===== src/rtl/m_msg_engine.sv =====
// m_msg_engine: debounced send/clear buttons driving a byte-wise SPI frame exchange
// between a transmit buffer and a valid-tracked receive buffer.
module m_msg_engine #(
  parameter int DATA_WIDTH   = 8,
  parameter int DEPTH        = 64,
  parameter int ADDR_W       = 6,
  parameter int DEB_DIV      = 27000,
  parameter int DEB_LEN      = 6,
  parameter int BUSY_TIMEOUT = 255
) (
  input  logic                  I_CLK,
  input  logic                  I_RESETN,
  input  logic                  i_btn_send,
  input  logic                  i_btn_clear,
  input  logic                  i_mode,
  input  logic [ADDR_W:0]       i_tx_len,
  input  logic                  i_tx_we,
  input  logic [ADDR_W-1:0]     i_tx_waddr,
  input  logic [DATA_WIDTH-1:0] i_tx_wdata,
  output logic                  o_start,
  output logic [DATA_WIDTH-1:0] o_tx_data,
  input  logic                  i_busy,
  input  logic [DATA_WIDTH-1:0] i_rx_data,
  input  logic [ADDR_W-1:0]     i_rd_addr,
  output logic [DATA_WIDTH-1:0] o_rd_data,
  output logic                  o_active,
  output logic [ADDR_W:0]       o_rx_count,
  output logic                  o_frame_done,
  output logic                  o_error
);
  localparam int PW = DEB_DIV > 1 ? $clog2(DEB_DIV) : 1;
  localparam int TW = $clog2(BUSY_TIMEOUT + 1);
  localparam logic [DEB_LEN:0] PRESS = {1'b0, {DEB_LEN{1'b1}}};

  typedef enum logic [2:0] {IDLE, LOAD, START, WAIT_BUSY, WAIT_DONE, STORE, DONE} state_t;

  state_t                state_q, state_d;
  logic [PW-1:0]         pre_q;
  logic                  tick;
  logic [DEB_LEN:0]      send_h_q, send_h_d, clr_h_q, clr_h_d;
  logic                  send_ev_q, clr_ev_q;
  logic [ADDR_W:0]       len_q, len_d, idx_q, idx_d, cnt_q, cnt_d;
  logic [DEPTH-1:0]      valid_q, valid_d;
  logic [TW-1:0]         tmo_q, tmo_d;
  logic [DATA_WIDTH-1:0] tx_data_q, tx_data_d, rd_data_q;
  logic [DATA_WIDTH-1:0] tx_mem [DEPTH];
  logic [DATA_WIDTH-1:0] rx_mem [DEPTH];
  logic                  rx_we;

  assign tick     = pre_q == PW'(DEB_DIV - 1);
  assign send_h_d = {send_h_q[DEB_LEN-1:0], i_btn_send};
  assign clr_h_d  = {clr_h_q[DEB_LEN-1:0], i_btn_clear};
  assign rx_we    = state_q == STORE && !clr_ev_q;

  assign o_start      = state_q == START && !clr_ev_q;
  assign o_active     = state_q != IDLE;
  assign o_frame_done = state_q == DONE;
  assign o_tx_data    = tx_data_q;
  assign o_rd_data    = rd_data_q;
  assign o_rx_count   = cnt_q;

  always_ff @(posedge I_CLK) begin
    if (i_tx_we) tx_mem[i_tx_waddr] <= i_tx_wdata;
    if (rx_we) rx_mem[idx_q[ADDR_W-1:0]] <= i_rx_data;
  end

  always_comb begin
    state_d   = state_q;
    len_d     = len_q;
    idx_d     = idx_q;
    cnt_d     = cnt_q;
    valid_d   = valid_q;
    tmo_d     = tmo_q;
    tx_data_d = tx_data_q;
    o_error   = 1'b0;
    case (state_q)
      IDLE: if (send_ev_q && i_tx_len != '0) begin
        len_d   = i_tx_len;
        idx_d   = '0;
        cnt_d   = '0;
        valid_d = '0;
        state_d = LOAD;
      end
      LOAD: begin
        tx_data_d = tx_mem[idx_q[ADDR_W-1:0]];
        state_d   = START;
      end
      START: begin
        tmo_d   = '0;
        state_d = WAIT_BUSY;
      end
      WAIT_BUSY: if (i_busy) state_d = WAIT_DONE;
        else if (tmo_q == TW'(BUSY_TIMEOUT - 1)) begin
          o_error = 1'b1;
          state_d = IDLE;
        end else tmo_d = tmo_q + 1'b1;
      WAIT_DONE: if (!i_busy) state_d = STORE;
      STORE: begin
        valid_d[idx_q[ADDR_W-1:0]] = 1'b1;
        cnt_d = idx_q + 1'b1;
        if (idx_q == len_q - 1'b1) state_d = DONE;
        else begin
          idx_d   = idx_q + 1'b1;
          state_d = LOAD;
        end
      end
      DONE: if (i_mode) begin
        len_d = i_tx_len;
        if (i_tx_len != '0) begin
          idx_d   = '0;
          valid_d = '0;
          state_d = LOAD;
        end else state_d = IDLE;
      end else state_d = IDLE;
      default: state_d = IDLE;
    endcase
    // clear outranks everything, including a timeout in the same clock
    if (clr_ev_q) begin
      state_d = IDLE;
      valid_d = '0;
      idx_d   = '0;
      cnt_d   = '0;
      o_error = 1'b0;
    end
  end

  always_ff @(posedge I_CLK or negedge I_RESETN) begin
    if (!I_RESETN) begin
      state_q   <= IDLE;
      pre_q     <= '0;
      send_h_q  <= '0;
      clr_h_q   <= '0;
      send_ev_q <= 1'b0;
      clr_ev_q  <= 1'b0;
      len_q     <= '0;
      idx_q     <= '0;
      cnt_q     <= '0;
      valid_q   <= '0;
      tmo_q     <= '0;
      tx_data_q <= '0;
      rd_data_q <= '0;
    end else begin
      state_q   <= state_d;
      pre_q     <= tick ? '0 : pre_q + 1'b1;
      send_h_q  <= tick ? send_h_d : send_h_q;
      clr_h_q   <= tick ? clr_h_d : clr_h_q;
      send_ev_q <= tick && send_h_d == PRESS;
      clr_ev_q  <= tick && clr_h_d == PRESS;
      len_q     <= len_d;
      idx_q     <= idx_d;
      cnt_q     <= cnt_d;
      valid_q   <= valid_d;
      tmo_q     <= tmo_d;
      tx_data_q <= tx_data_d;
      rd_data_q <= valid_q[i_rd_addr] ? rx_mem[i_rd_addr] : '0;
    end
  end
endmodule


===== config.mk =====
export PLATFORM = sky130hd
export DESIGN_NAME = m_msg_engine
export DESIGN_NICKNAME = d
export VERILOG_FILES = /design/src/rtl/m_msg_engine.sv
export SDC_FILE = /design/constraint.sdc
export NUM_CORES = 1
export LEC_CHECK = 0
export CORE_MARGIN = 1.5
export CORE_UTILIZATION = 30
export DETAILED_ROUTE_END_ITERATION = 10
export GPL_ROUTABILITY_DRIVEN = 1
export PLACE_DENSITY = 0.55
export SYNTH_ARGS = -nofsm -noshare
export SYNTH_HDL_FRONTEND = slang
export SYNTH_SLANG_ARGS = --single-unit

===== constraint.sdc =====
create_clock -name I_CLK -period 2.9 [get_ports I_CLK]
set_clock_uncertainty 0.2 [all_clocks]
set_input_delay 0.58 -clock I_CLK [delete_from_list [all_inputs] [get_ports I_CLK]]
set_output_delay 0.58 -clock I_CLK [all_outputs]
set_load 0.02 [all_outputs]

Yosys cells after proc, flatten, opt, wreduce, memory -nomap -nowiden

Memories as Yosys holds them, arrays and structs flattened. A register that Yosys moved wholly into a read port is not among the register bits.
Cells that the tools add are included.
Widths: inputs -> output; s select.

Add/subtract/negate cells: 4
Multiply operators: 0
Divide/modulo/power cells: 0
Order comparisons: 3
Equality and inequality tests: 21
Shift-type cells: 0
Mux-type cells: 42
Bitwise gates (word level): 1
Reduce and logical (&&, ||, !) cells: 21

Operator list:

| cell                  | count |
|---|---|
| $mux 64               | 4 |
| $pmux 64 s3           | 1 |
| $or 64x64->64         | 1 |
| $mux 7                | 8 |
| $pmux 7 s2            | 2 |
| $mux 8                | 3 |
| $mux 3                | 7 |
| $pmux 3 s7            | 1 |
| $pmux 7 s3            | 1 |
| $pmux 8 s2            | 1 |
| $add 15x1->15 const B | 1 |
| $eq 15x15->1 const B  | 1 |
| $mux 15               | 1 |
| $eq 7x6->1 const B    | 2 |
| $lt 6x7->1 const B    | 2 |
| $mux 1                | 11 |
| $eq 3x3->1 const B    | 3 |
| $ne 3x3->1 const B    | 3 |
| $reduce_and 3->1      | 3 |
| $add 8x1->8 const B   | 1 |
| $eq 8x8->1 const B    | 1 |
| $ne 2x2->1 const B    | 4 |
| $add 7x1->7 const B   | 1 |
| $eq 7x7->1            | 1 |
| other kinds (19)      | 28 |

Flip-flop bits (word level): 133
Latch bits: 0
Bits in writable memories: 1024
Memory bits (read-only): 0
Input port bits: 42
Output and inout bits: 27
Memories: 2

Memory list:

| memory | depth | bits a word | read ports | clocked after memory_dff | wr ports | RTL line | RTL |
|---|---|---|---|---|---|---|---|
| rx_mem | 64    | 8           | 1          | 0                        | 1        | 47       | `logic [DATA_WIDTH-1:0] rx_mem [DEPTH];` |
| tx_mem | 64    | 8           | 1          | 1                        | 1        | 46       | `logic [DATA_WIDTH-1:0] tx_mem [DEPTH];` |

Logic depth before layout (Yosys ltp)

Gate-level depths: netlist of run 1.

Depth after elaboration: 7
Mapped depth: 11

Worst setup path after synthesis of run 1

No wires, ideal clock.

Kind: input to register
Start: input i_rd_addr[0]
End: register rd_data_q[2], in the netlist o_rd_data[2]
Setup time: 0.127 ns
Data arrival time: 2.347 ns
Required time: 2.573 ns
Slack: 0.226 ns
Stages: 8
Path through: buf_2 > buf_4 > buf_2 > mux4_2 > a22oi_1 > a21oi_1 > nor4_1 > nor2_1

Word-level cells in the longest chain between the ends: 3
Elaborated cells between the ends (all ways): 4
Those cells by class: mux: 3; memory: 1

RTL lines:

| what                         | RTL line | RTL |
|---|---|---|
| from (decl)                  | 24       | `input logic [ADDR_W-1:0] i_rd_addr,` |
| $bmux 1 s6                   | 155      | `rd_data_q <= valid_q[i_rd_addr] ? rx_mem[i_rd_addr] : '0;` |
| $mux 1 (implied by the code) | 155      |  |
| $mux 8 *                     | 155      |  |
| to (signal assigned)         | 155      |  |
| to (decl)                    | 45       | `logic [DATA_WIDTH-1:0] tx_data_q, tx_data_d, rd_data_q;` |

Every way passes the cells marked *; elsewhere a longest branch is shown, timed or not. The select of a mux whose other input is x is not followed.
A chain may end at the register's enable or synchronous reset.

==> impl_results.md, run 1 <==
* Most frequent cells in the layout: 1024 x edfxtp_1, 350 x buf_4, 198 x mux4_2
* Via Count at 25306
* Max-cap violations at 0
* Fin cells at just over 5000
* Warnings, synthesis at 0
* Share of the synthesized area in the top cell type at about 67%
* Initial antenna violation count at 1
* Peak VDD IR at about 570 uV
* CTS tree: done
* DRT Wirelength at ~120 mm
* Max Slew Vio Count at 0
* Area of the multi-input gates at roughly 11000 sq um
* Largest net degree at the start of global routing at 65
* Row cnt at 143
* Clk_lat worst skew at about 0.76 ns
* Routability cong. at around 0.85
* Clock Tree Root: clkbuf_16
* First-pass GRT wire length at 182 mm
* Nets at around 3000
* Die Y at 395 microns
* RSZ-0062 raised after global routing: no
* Iteration-0 DRC Markers at 2300
* Unique masters post-synth at between 70 and 80
* Most used flip-flop cell after synthesis: edfxtp_1
* Worst reg2reg setup slack at 0.04 ns
* FMAX at between 0.3 and 0.4 GHz
* Syn_area_per_cell at around 18 sq um
* TNS Setup at 0 ns
* Fraction of layout cells with a size suffix above 1 at 27.6%
* Final hold vios at 0
* Pre-antenna DRT Iters at 5
* Synth Area in Simple Gates at 4.48%
* Critical path peak fanout at 14
* Worst path arrival time at 3.30 ns
* DP Cell Count at about 5000
* Leakage at approximately 19 nW
* Cells after Synth at approximately 2500
* Main combinational cell family by area after synthesis: multiplexers
* Sequential-to-total area share from yosys stat at about 74%
* Minimum clock period at between 2 and 3 ns
* Vias in the first global route at ~26000
* Max clock buf depth at 3
* Synth area leaders: edfxtp_1 67%, mux4_2 9.7%, dfrtp_1 7.7%
* Fraction of registers with async set/reset at 12.1%
* Final ANT Viol Nets at 0
* Slew HR at 35.5%
* CTS Buf Count at ~120
* Critical path type: register to register
* Synth Area in XOR/XNOR at 0.608%
* Hold Crit Class: primary input to register
* Mapped Nets at approximately 2600
* Post-synthesis mux area share at approximately an eighth
* Die ar. at between 150000 and 200000 sq um
* Final setup vio count at 0
* CP endpoint kind: register
* Area growth syn-to-layout at 21.7%
* Most common cell after layout, fill and taps aside: edfxtp_1
* Port Buf Inserts at 68
* EDFF count, synth at between 1000 and 1500
* Core area at between 150000 and 200000 sq um
* Pwr per Cell Area at 771 nW/um^2
* I/O Pins at slightly below 70
* Initial Util at about 30%
* Clk sink count at 1165
* Die width at about 390 microns
* Area leader, netlist: edfxtp_1
* Synthesized area at between 40000 and 50000 sq um
* Seq cells post-synth at 1165
* Worst Max-Slew Pin Slew at approximately 0.96 ns
* CTS clock-pin slew for the worst setup and hold paths at 0.06 ns
* Critical Path RT at roughly 3.4 ns
* Setup crit start kind: register
* Htree depth at 3
* Post-synthesis compound-gate area fraction at just over 6%
* Hpwl dp at about 80 mm
* Grt ovf at 0
* Register Area at about 34000 sq um
* Final period util at ~99%
* Synth Area in Adders at less than 1%
* # fillers at around 14000
* Total track usage at 15.9%
* Vias per Instance at 4.98
* Status: completed
* DR WL/cell at roughly 25 microns
* DRC Markers at 0
## logic make-up (layout without fill, tap and decap cells)
logic type / count (synthesis) / in the layout
flops: 1165 / 1165
simple gates: 437 / 437
compound gates: 398 / 398
mux: 320 / 320
buf+inv: 162 / 694
xor+xnor: 32 / 32
fa+ha+maj: 5 / 5
other cells: 0 / 1
## synthesized netlist by cell type (22+ instances only)
cell type  count
nand2_1       78
clkbuf_1      68
nor2_1       198
buf_2         48
a221oi_1      31
mux4_2       198
o22ai_1       22
nand3_1       37
edfxtp_1    1024
a22oi_1       86
a21o_1        65
mux2i_1       74
mux2_2        28
dfrtp_1      141
a21oi_1       70
o21ai_0       29
## power breakdown
group          switching (W)  internal (W)
clock network        0.00659       0.00861
registers           0.000503        0.0186
logic                0.00503       0.00385
## final timing paths
path                                               from                        to  cells past startpoint
worst min-delay path                      i_tx_wdata[2]   tx_mem[28][2]$_DFFE_PP_                      1
worst max register to register     idx_q[0]$_DFFE_PN0P_  o_tx_data[7]$_DFFE_PN0P_                      6
worst min register to register  valid_q[54]$_DFFE_PN0P_   valid_q[54]$_DFFE_PN0P_                      1
max in group asynchronous                      I_RESETN  o_tx_data[0]$_DFFE_PN0P_                      3
min in group asynchronous                      I_RESETN   valid_q[14]$_DFFE_PN0P_                      2
worst max-delay path               idx_q[0]$_DFFE_PN0P_  o_tx_data[7]$_DFFE_PN0P_                      6
## registers in the layout (all words and copies together), names as in the netlist, 8 cells and up
register   count
tmo_q          8
tx_mem       512
o_tx_data      8
valid_q       64
o_rd_data      8
pre_q         15
rx_mem       512
## what timing repair did
action / 4_1_cts / 5_1_grt
hold buffers: 1 / 0
setup endpoints to repair: 5 / 20
setup buffers: 0 / 1
hold endpoints to repair: 47 / 0
resized for setup: 20 / 9
## cell type report
cell class              instances  area share [%]
repair buffers                467            7.53
diodes                          1         0.00447
well taps                    2030            4.53
flip-flops and latches       1165            61.2
multi-input cells            1192            19.8
clock inverters                65            1.40
clock buffers                 150            5.50
inverters                      12          0.0804
## stage by stage
stage | utilization, % | hold slack (ns) | area, sq um | setup WS, ns | total power (W)
floorplan | - | 0.0844 | 46100 | 0.226 | 0.0239
global placement | 34.2 | 0.255 | 52100 | -0.312 | 0.0283
detailed placement | 34.2 | 0.262 | 52100 | -0.292 | 0.0283
CTS | 36.8 | 0.0771 | 56000 | 0.00637 | 0.0435
global route | 36.8 | 0.0818 | 56000 | 0.000190 | 0.0448
finish | 36.8 | 0.117 | 56000 | 0.0421 | 0.0432
## metal layers
layer	track usage, %	wire [microns]	share of wire [%]	vias to the layer above
met4	4.40	3290	2.6	0
met5	0	0	0	-
met1	22.4	55300	44	13259
met3	2.66	7270	5.8	177
met2	25.3	58900	47	810
li1	-	-	-	11060
## worst max-delay path, cell delays in order, from the launching register on
cell,delay [ns]
dfrtp_4,0.60
buf_4,0.34
mux4_2,0.57
and3_1,0.20
a31oi_1,0.33
nand4_1,0.14
o32a_1,0.35
(Power assumes the default switching activity.)
==> run 2, diff against run 1 <==
--- a/config.mk
+++ b/config.mk
@@ -5,6 +5,7 @@
 export SDC_FILE = /design/constraint.sdc
 export NUM_CORES = 1
 export LEC_CHECK = 0
+export ABC_AREA = 1
 export CORE_MARGIN = 1.5
 export CORE_UTILIZATION = 30
 export DETAILED_ROUTE_END_ITERATION = 10
==> run 2 against run 1 <==
  * Global-route usage is 0.20 points higher
  * Sequential share of layout area is 2.3 points lower
  * Register-to-register slack improved by 0.26 ns
  * Utilization decreased by 1.1 points
  * Synthesized area increased by 6.9%
  * Power down 17%
  * Critical path depth fell by 2
  * Maximum frequency up 3.5%
  * Highest routed layer unchanged
  * Via count increased by 35%
  * Combinational power decreased by 83%
  * Critical path type is now register to output pin
==> impl_results.md, run 2 <==
* Antenna fix cells at 0
* Critical Path RT at 2.12 ns
* Share of the synthesized area in the top cell type at 62.4%
* Hold Crit Class: primary input to register
* Max clock buf depth at 3
* CP endpoint kind: output pin
* Sequential-to-total area share from yosys stat at between 60 and 70%
* Syn_area_per_cell at 10.3 sq um
* FMAX at 0.362 GHz
* R2R depth at 15
* Mapped Nets at about 4800
* Htree depth at 4
* Pre-antenna DRT Iters at 6
* Clock Tree Root: clkbuf_16
* DRT Wirelength at between 100 and 150 mm
* Most common cell after layout, fill and taps aside: nand2_1
* Max incr delay on CP at ~0.44 ns
* Synth area leaders: edfxtp_1 62%, nand2_1 17%, dfrtp_1 7.2%
* Max-cap violations at 0
* Total track usage at roughly 16%
* Peak VDD IR at around 630 uV
* Hpwl dp at 81.3 mm
* Startpoint of the worst register-to-register path: idx_q[0]$_DFFE_PN0P_
* Unique masters post-synth at 38
* Die ar. at about 170000 sq um
* Core area at ~160000 sq um
* Largest net degree at the start of global routing at 106
* Most common cell in the netlist: nand2_1
* Row cnt at between 100 and 150
* Fraction of layout cells with a size suffix above 1 at about a tenth
* Synthesized area at slightly below 50000 sq um
* Switching power at ~0.008 W
* Final setup vio count at 0
* Metal-1 WL at 60.2 mm
* CTS Buf Count at about 130
* Iteration-0 DRC Markers at ~3200
* Initial Util at between 30% and 40%
* Post-synth top cells: 2269 x nand2_1, 1024 x edfxtp_1, 552 x nand3_1, 199 x nor2_1, 141 x dfrtp_1
* Capturing point of the worst reg2reg path: o_tx_data[5]$_DFFE_PN0P_
* Seq cells post-synth at roughly 1200
* Routability cong. at ~0.83
* CTS clock-pin slew for the worst setup and hold paths at 0.06 ns
* Minimum clock period at approximately 2.8 ns
* Internal power at about 0.028 W
* Pwr per Cell Area at 619 nW/um^2
* DRC Markers at 0
* Worst Max-Slew Pin Slew at 0.728 ns
* Clk pwr share at around 45%
* Hold Path Sink: tx_mem[55][1]$_DFFE_PP_
* Status: completed
* Cells after Synth at about 4800
* Worst reg2reg setup slack at about 0.30 ns
* Initial antenna violation count at 3
* Slowest-stage cell, CP: dfrtp_1
* Critical Path Most Common Cell: nor2_1
* Area of the multi-input gates at 13400 sq um
* Final ANT Viol Nets at 0
* Via Count at ~34000
* CTS tree: done
* Vias per Instance at 4.70
* Port Buf Inserts at 68
* Worst-path cell chain: nor2_1, nand2_1, nor2_1, dlygate4sd2_1
* Metal2 WL at ~64 mm
* Slew HR at about half
* Leakage at 23.2 nW
* Metal3 WL at approximately 7.3 mm
* Die Y at a little over 400 microns
* Critical path type: register to output pin
* Sequential share of power at slightly above 50%
* Nets at about 5100
* Register Area at 34300 sq um
* Fraction of registers with async set/reset at 12.1%
* Area leader, netlist: edfxtp_1
* Final period util at 95.2%
* Max Slew Vio Count at 0
* Worst path arrival time at between 1.5 and 2 ns
* # fillers at ~16000
* Die width at a little over 400 microns
* Buf/Inv on CP at 1
* DR WL/cell at around 19 microns
* I/O Pins at 69
* Final hold vios at 0
* Warnings, synthesis at 0
* Net Sw Frac at ~22%
* Top sig layer: met4
* Clk sink count at about 1200
* Hold Path Depth at 2
* Fin cells at 7284
* Top Family by Delay on Critical Path: flip-flops
* Hold_sp: i_tx_wdata[1]
* Vias in the first global route at approximately 34000
* Clk_lat worst skew at approximately 0.78 ns
* Most frequent cells in the layout: 2268 x nand2_1, 1024 x edfxtp_1, 552 x nand3_1
* DP Cell Count at a little over 7000
* Logic pwr share at under 10%
* Most used flip-flop cell after synthesis: edfxtp_1
* EDFF count, synth at about 1000
* Critical path peak fanout at 6
* Area growth syn-to-layout at 18.3%
* Grt ovf at 0
* TNS Setup at 0 ns
* First-pass GRT wire length at roughly 210 mm
* Setup crit start kind: register
==> run 2: cell count changes after synthesis, moves of 38 or more <==
cell,change
a21o_1,-64
a21oi_1,-48
a22oi_1,-86
buf_1,+38
buf_2,+62
inv_1,+105
mux2i_1,-74
mux4_2,-198
nand2_1,+2191
nand3_1,+515
o21ai_0,+65
==> run 2: power groups by stage <==
stage	logic [W]	clock network, W	registers, W
global placement	0.00148	0	0.0187
floorplan	0.000620	0	0.0187
finish	0.00148	0.0162	0.0183
global route	0.00161	0.0172	0.0183
detailed placement	0.00149	0	0.0187
CTS	0.00149	0.0166	0.0183
==> run 2: layer usage <==
layer  track usage (%)  up-vias
li1                  -    16459
met1              21.9    16641
met2              26.2      919
met3              2.41      217
met4              5.27        0
met5                 0        -
==> run 2: worst max-delay path by stage <==
stage / from / endpoint / slack [ns] / cells past startpoint
5_1_grt: tmo_q[3]$_DFFE_PN0P_ / o_error / -0.01 / 5
2_1_floorplan: state_q[1]$_DFFE_PN0P_ / rx_mem[18][0]$_DFFE_PP_ / 0.60 / 8
4_1_cts: state_q[1]$_DFFE_PN0P_ / o_active / 0.01 / 3
3_5_place_dp: i_tx_len[0] / valid_q[62]$_DFFE_PN0P_ / 0.08 / 11
3_3_place_gp: i_tx_len[0] / valid_q[55]$_DFFE_PN0P_ / 0.16 / 11
6_report: state_q[0]$_DFFE_PN0P_ / o_start / 0.14 / 4
==> run 2: worst register-to-register path: cells and delay by family, from the launching register on <==
family        cells  cell delay (ns)
flops             1             0.56
simple gates     10             0.87
buf+inv           5             0.91
==> run 2: area by class of cell <==
cell class / count / area share [%]
clock buffer: 177 / 6.00
timing repair buffer: 339 / 5.51
tap: 2175 / 4.67
sequential: 1165 / 58.9
inverter: 122 / 0.816
multi-input combinational: 3248 / 23.0
clock inverter: 58 / 1.14
==> run 2: cells by family after synthesis <==
family          synth area share [%]
compound gates                  1.46
xor+xnor                       0.178
fa+ha+maj                      0.127
buf+inv                         3.22
flops                           69.6
mux                           0.0229
simple gates                    25.4
==> run 2: what timing repair did <==
action	CTS	global route
resized for setup	7	6
hold endpoints to repair	50	0
setup endpoints to repair	3	2
pin swaps	0	1
hold buffers	1	0
setup buffers	0	0
==> run 2: stage by stage <==
step / power [W] / hold slack [ns] / instance area, sq um / utilization, % / setup WS, ns
after global routing: 0.0371 / 0.121 / 58200 / 35.7 / -0.0117
after global placement: 0.0202 / 0.248 / 54100 / 33.2 / 0.158
after CTS: 0.0364 / 0.103 / 58200 / 35.7 / 0.0146
after floorplan: 0.0193 / 0.0844 / 49200 / - / 0.595
after detailed placement: 0.0202 / 0.252 / 54100 / 33.2 / 0.0813
final: 0.0360 / 0.138 / 58200 / 35.7 / 0.139
==> run 3, diff against run 2 <==
--- a/config.mk
+++ b/config.mk
@@ -11,6 +11,7 @@
 export DETAILED_ROUTE_END_ITERATION = 10
 export GPL_ROUTABILITY_DRIVEN = 1
 export PLACE_DENSITY = 0.55
+export SKIP_LAST_GASP = 1
 export SYNTH_ARGS = -nofsm -noshare
 export SYNTH_HDL_FRONTEND = slang
 export SYNTH_SLANG_ARGS = --single-unit
==> run 3 against run 2 <==
  * Combinational power about the same
  * Highest routed layer unchanged
  * Clock-buffer cell count stayed put
  * Final cell count barely moved
  * Utilization about the same
  * Clock power about the same
  * Sequential power barely moved
  * First-iteration DRC count rose by 1.8%
==> impl_results.md, run 3 (synthesized netlist as in run 2, its figures left out) <==
* Max Slew Vio Count at 0
* Htree depth at 4
* Worst Max-Slew Pin Slew at about 0.73 ns
* DRT Wirelength at ~140 mm
* TNS Setup at 0 ns
* Largest net degree at the start of global routing at 106
* Slowest-stage cell, CP: dfrtp_1
* Setup crit start kind: register
* Peak VDD IR at 627 uV
* Routability cong. at 0.831
* First-pass GRT wire length at a little over 200 mm
* Leakage at 23.2 nW
* DRC Markers at 0
* Util after Layout at between 30% and 40%
* Hpwl dp at roughly 81 mm
* Die Y at roughly 400 microns
* Net Sw Frac at 22.1%
* Critical path peak fanout at 5
* Status: completed
* Worst path arrival time at slightly below 2 ns
* Row cnt at 148
* Die width at between 400 and 500 microns
* Vias per Instance at approximately 4.7
* Pre-antenna DRT Iters at 6
* Post-Place Setup Slack at a little over 0.08 ns
* Capturing point of the worst reg2reg path: o_tx_data[5]$_DFFE_PN0P_
* Hold Path Depth at 2
* Final hold vios at 0
* Max clock buf depth at 3
* Die ar. at approximately 170000 sq um
* Vias in the first global route at 33537
* Grt ovf at 0
* Critical Path RT at roughly 2.1 ns
* Max incr delay on CP at 0.41 ns
* CTS Buf Count at 131
* DR WL/cell at between 15 and 20 microns
* Sequential share of power at between 50% and 60%
* Area growth syn-to-layout at 18.3%
* Slew HR at about half
* Switching power at just under 0.008 W
* Max-cap violations at 0
* Tot Pwr at ~0.036 W
* Area of the multi-input gates at between 10000 and 15000 sq um
* Final ANT Viol Nets at 0
* Hold_sp: i_rx_data[5]
* Core area at approximately 160000 sq um
* Internal power at between 0.02 and 0.03 W
* Nets at a little over 5000
* CTS tree: done
* Clk pwr share at 45.0%
* Minimum clock period at ~2.8 ns
* R2R depth at 15
* Fraction of layout cells with a size suffix above 1 at under 10%
* Clock Tree Root: clkbuf_16
* Initial antenna violation count at 3
* CP endpoint kind: output pin
* Critical path type: register to output pin
* Clk sink count at between 1000 and 1500
* Iteration-0 DRC Markers at between 3000 and 4000
* I/O Pins at 69
* # fillers at ~16000
* FMAX at about 0.36 GHz
* Total track usage at about 16%
* Register Area at about 34000 sq um
* Most frequent cells in the layout: 2269 x nand2_1, 1024 x edfxtp_1, 552 x nand3_1
* Post-route setup slack at 0.150 ns
* Hold Path Sink: rx_mem[10][5]$_DFFE_PP_
* RSZ-0062 raised after global routing: yes
* Via Count at about 34000
* Hold Crit Class: primary input to register
* WHS at ~0.14 ns
* Worst reg2reg setup slack at roughly 0.3 ns
* Logic pwr share at 4.1%
* Most common cell after layout, fill and taps aside: nand2_1
* Final period util at 94.8%
* Clk_lat worst skew at between 0.7 and 0.8 ns
* Startpoint of the worst register-to-register path: idx_q[0]$_DFFE_PN0P_
* CTS clock-pin slew for the worst setup and hold paths at ~0.06 ns
* Worst-path cell chain: inv_1, ha_1, nand4_1, nor4_2, clkbuf_2
* Pwr per Cell Area at 619 nW/um^2
* Final setup vio count at 0
* Port Buf Inserts at 68
* Initial Util at 30.2%
[run 3: layout make-up]
class / instances / share of cell area (%)
clock inverters: 58 / 1.14
repair buffers: 339 / 5.50
multi-input cells: 3248 / 23.0
clock buffers: 177 / 6.00
diodes: 1 / 0.00430
flip-flops and latches: 1165 / 58.9
inverters: 122 / 0.816
well taps: 2175 / 4.67
[run 3: worst max-delay path by stage]
stage / slack, ns / startpoint / end
2_1_floorplan: 0.60 / state_q[1]$_DFFE_PN0P_ / rx_mem[18][0]$_DFFE_PP_
3_3_place_gp: 0.16 / i_tx_len[0] / valid_q[55]$_DFFE_PN0P_
3_5_place_dp: 0.08 / i_tx_len[0] / valid_q[62]$_DFFE_PN0P_
4_1_cts: -0.09 / tmo_q[0]$_DFFE_PN0P_ / o_error
5_1_grt: -0.05 / tmo_q[3]$_DFFE_PN0P_ / o_error
6_report: 0.15 / tmo_q[0]$_DFFE_PN0P_ / o_error
[run 3: power groups by stage]
stage,combinational [W],clock (W),sequential [W]
2_1_floorplan,0.000620,0,0.0187
3_3_place_gp,0.00148,0,0.0187
5_1_grt,0.00161,0.0172,0.0183
6_report,0.00148,0.0162,0.0183
4_1_cts,0.00149,0.0166,0.0183
3_5_place_dp,0.00149,0,0.0187
[run 3: through the flow]
step                instances  cell area, sq um
finish                   7285             58200
global route             7284             58200
CTS                      7284             58200
detailed placement       7048             54100
global placement         7048             54100
floorplan                4789             49200
[run 3: worst max-delay path, delay by kind of cell (launching register included)]
kind                     cells  cell delay [ns]
AND/OR/NAND/NOR              2             0.34
buffers and inverters        2             0.30
flip-flops                   1             0.41
adder cells (fa/ha/maj)      1             0.15
[run 3: routing by layer]
| layer | global-route usage [%] | up-vias | routed length (microns) |
|---|---|---|---|
| li1 | - | 16460 | - |
| met1 | 21.9 | 16639 | 60100 |
| met2 | 26.2 | 915 | 64100 |
| met3 | 2.41 | 214 | 7320 |
| met4 | 5.27 | 0 | 3930 |
| met5 | 0 | - | 0 |
[run 3: repair_timing]
| action | in CTS | in global routing |
|---|---|---|
| setup endpoints to repair | 3 | 2 |
| hold buffers | 1 | 0 |
| setup buffers | 0 | 0 |
| gates resized for setup | 3 | 5 |
| hold endpoints to repair | 50 | 0 |
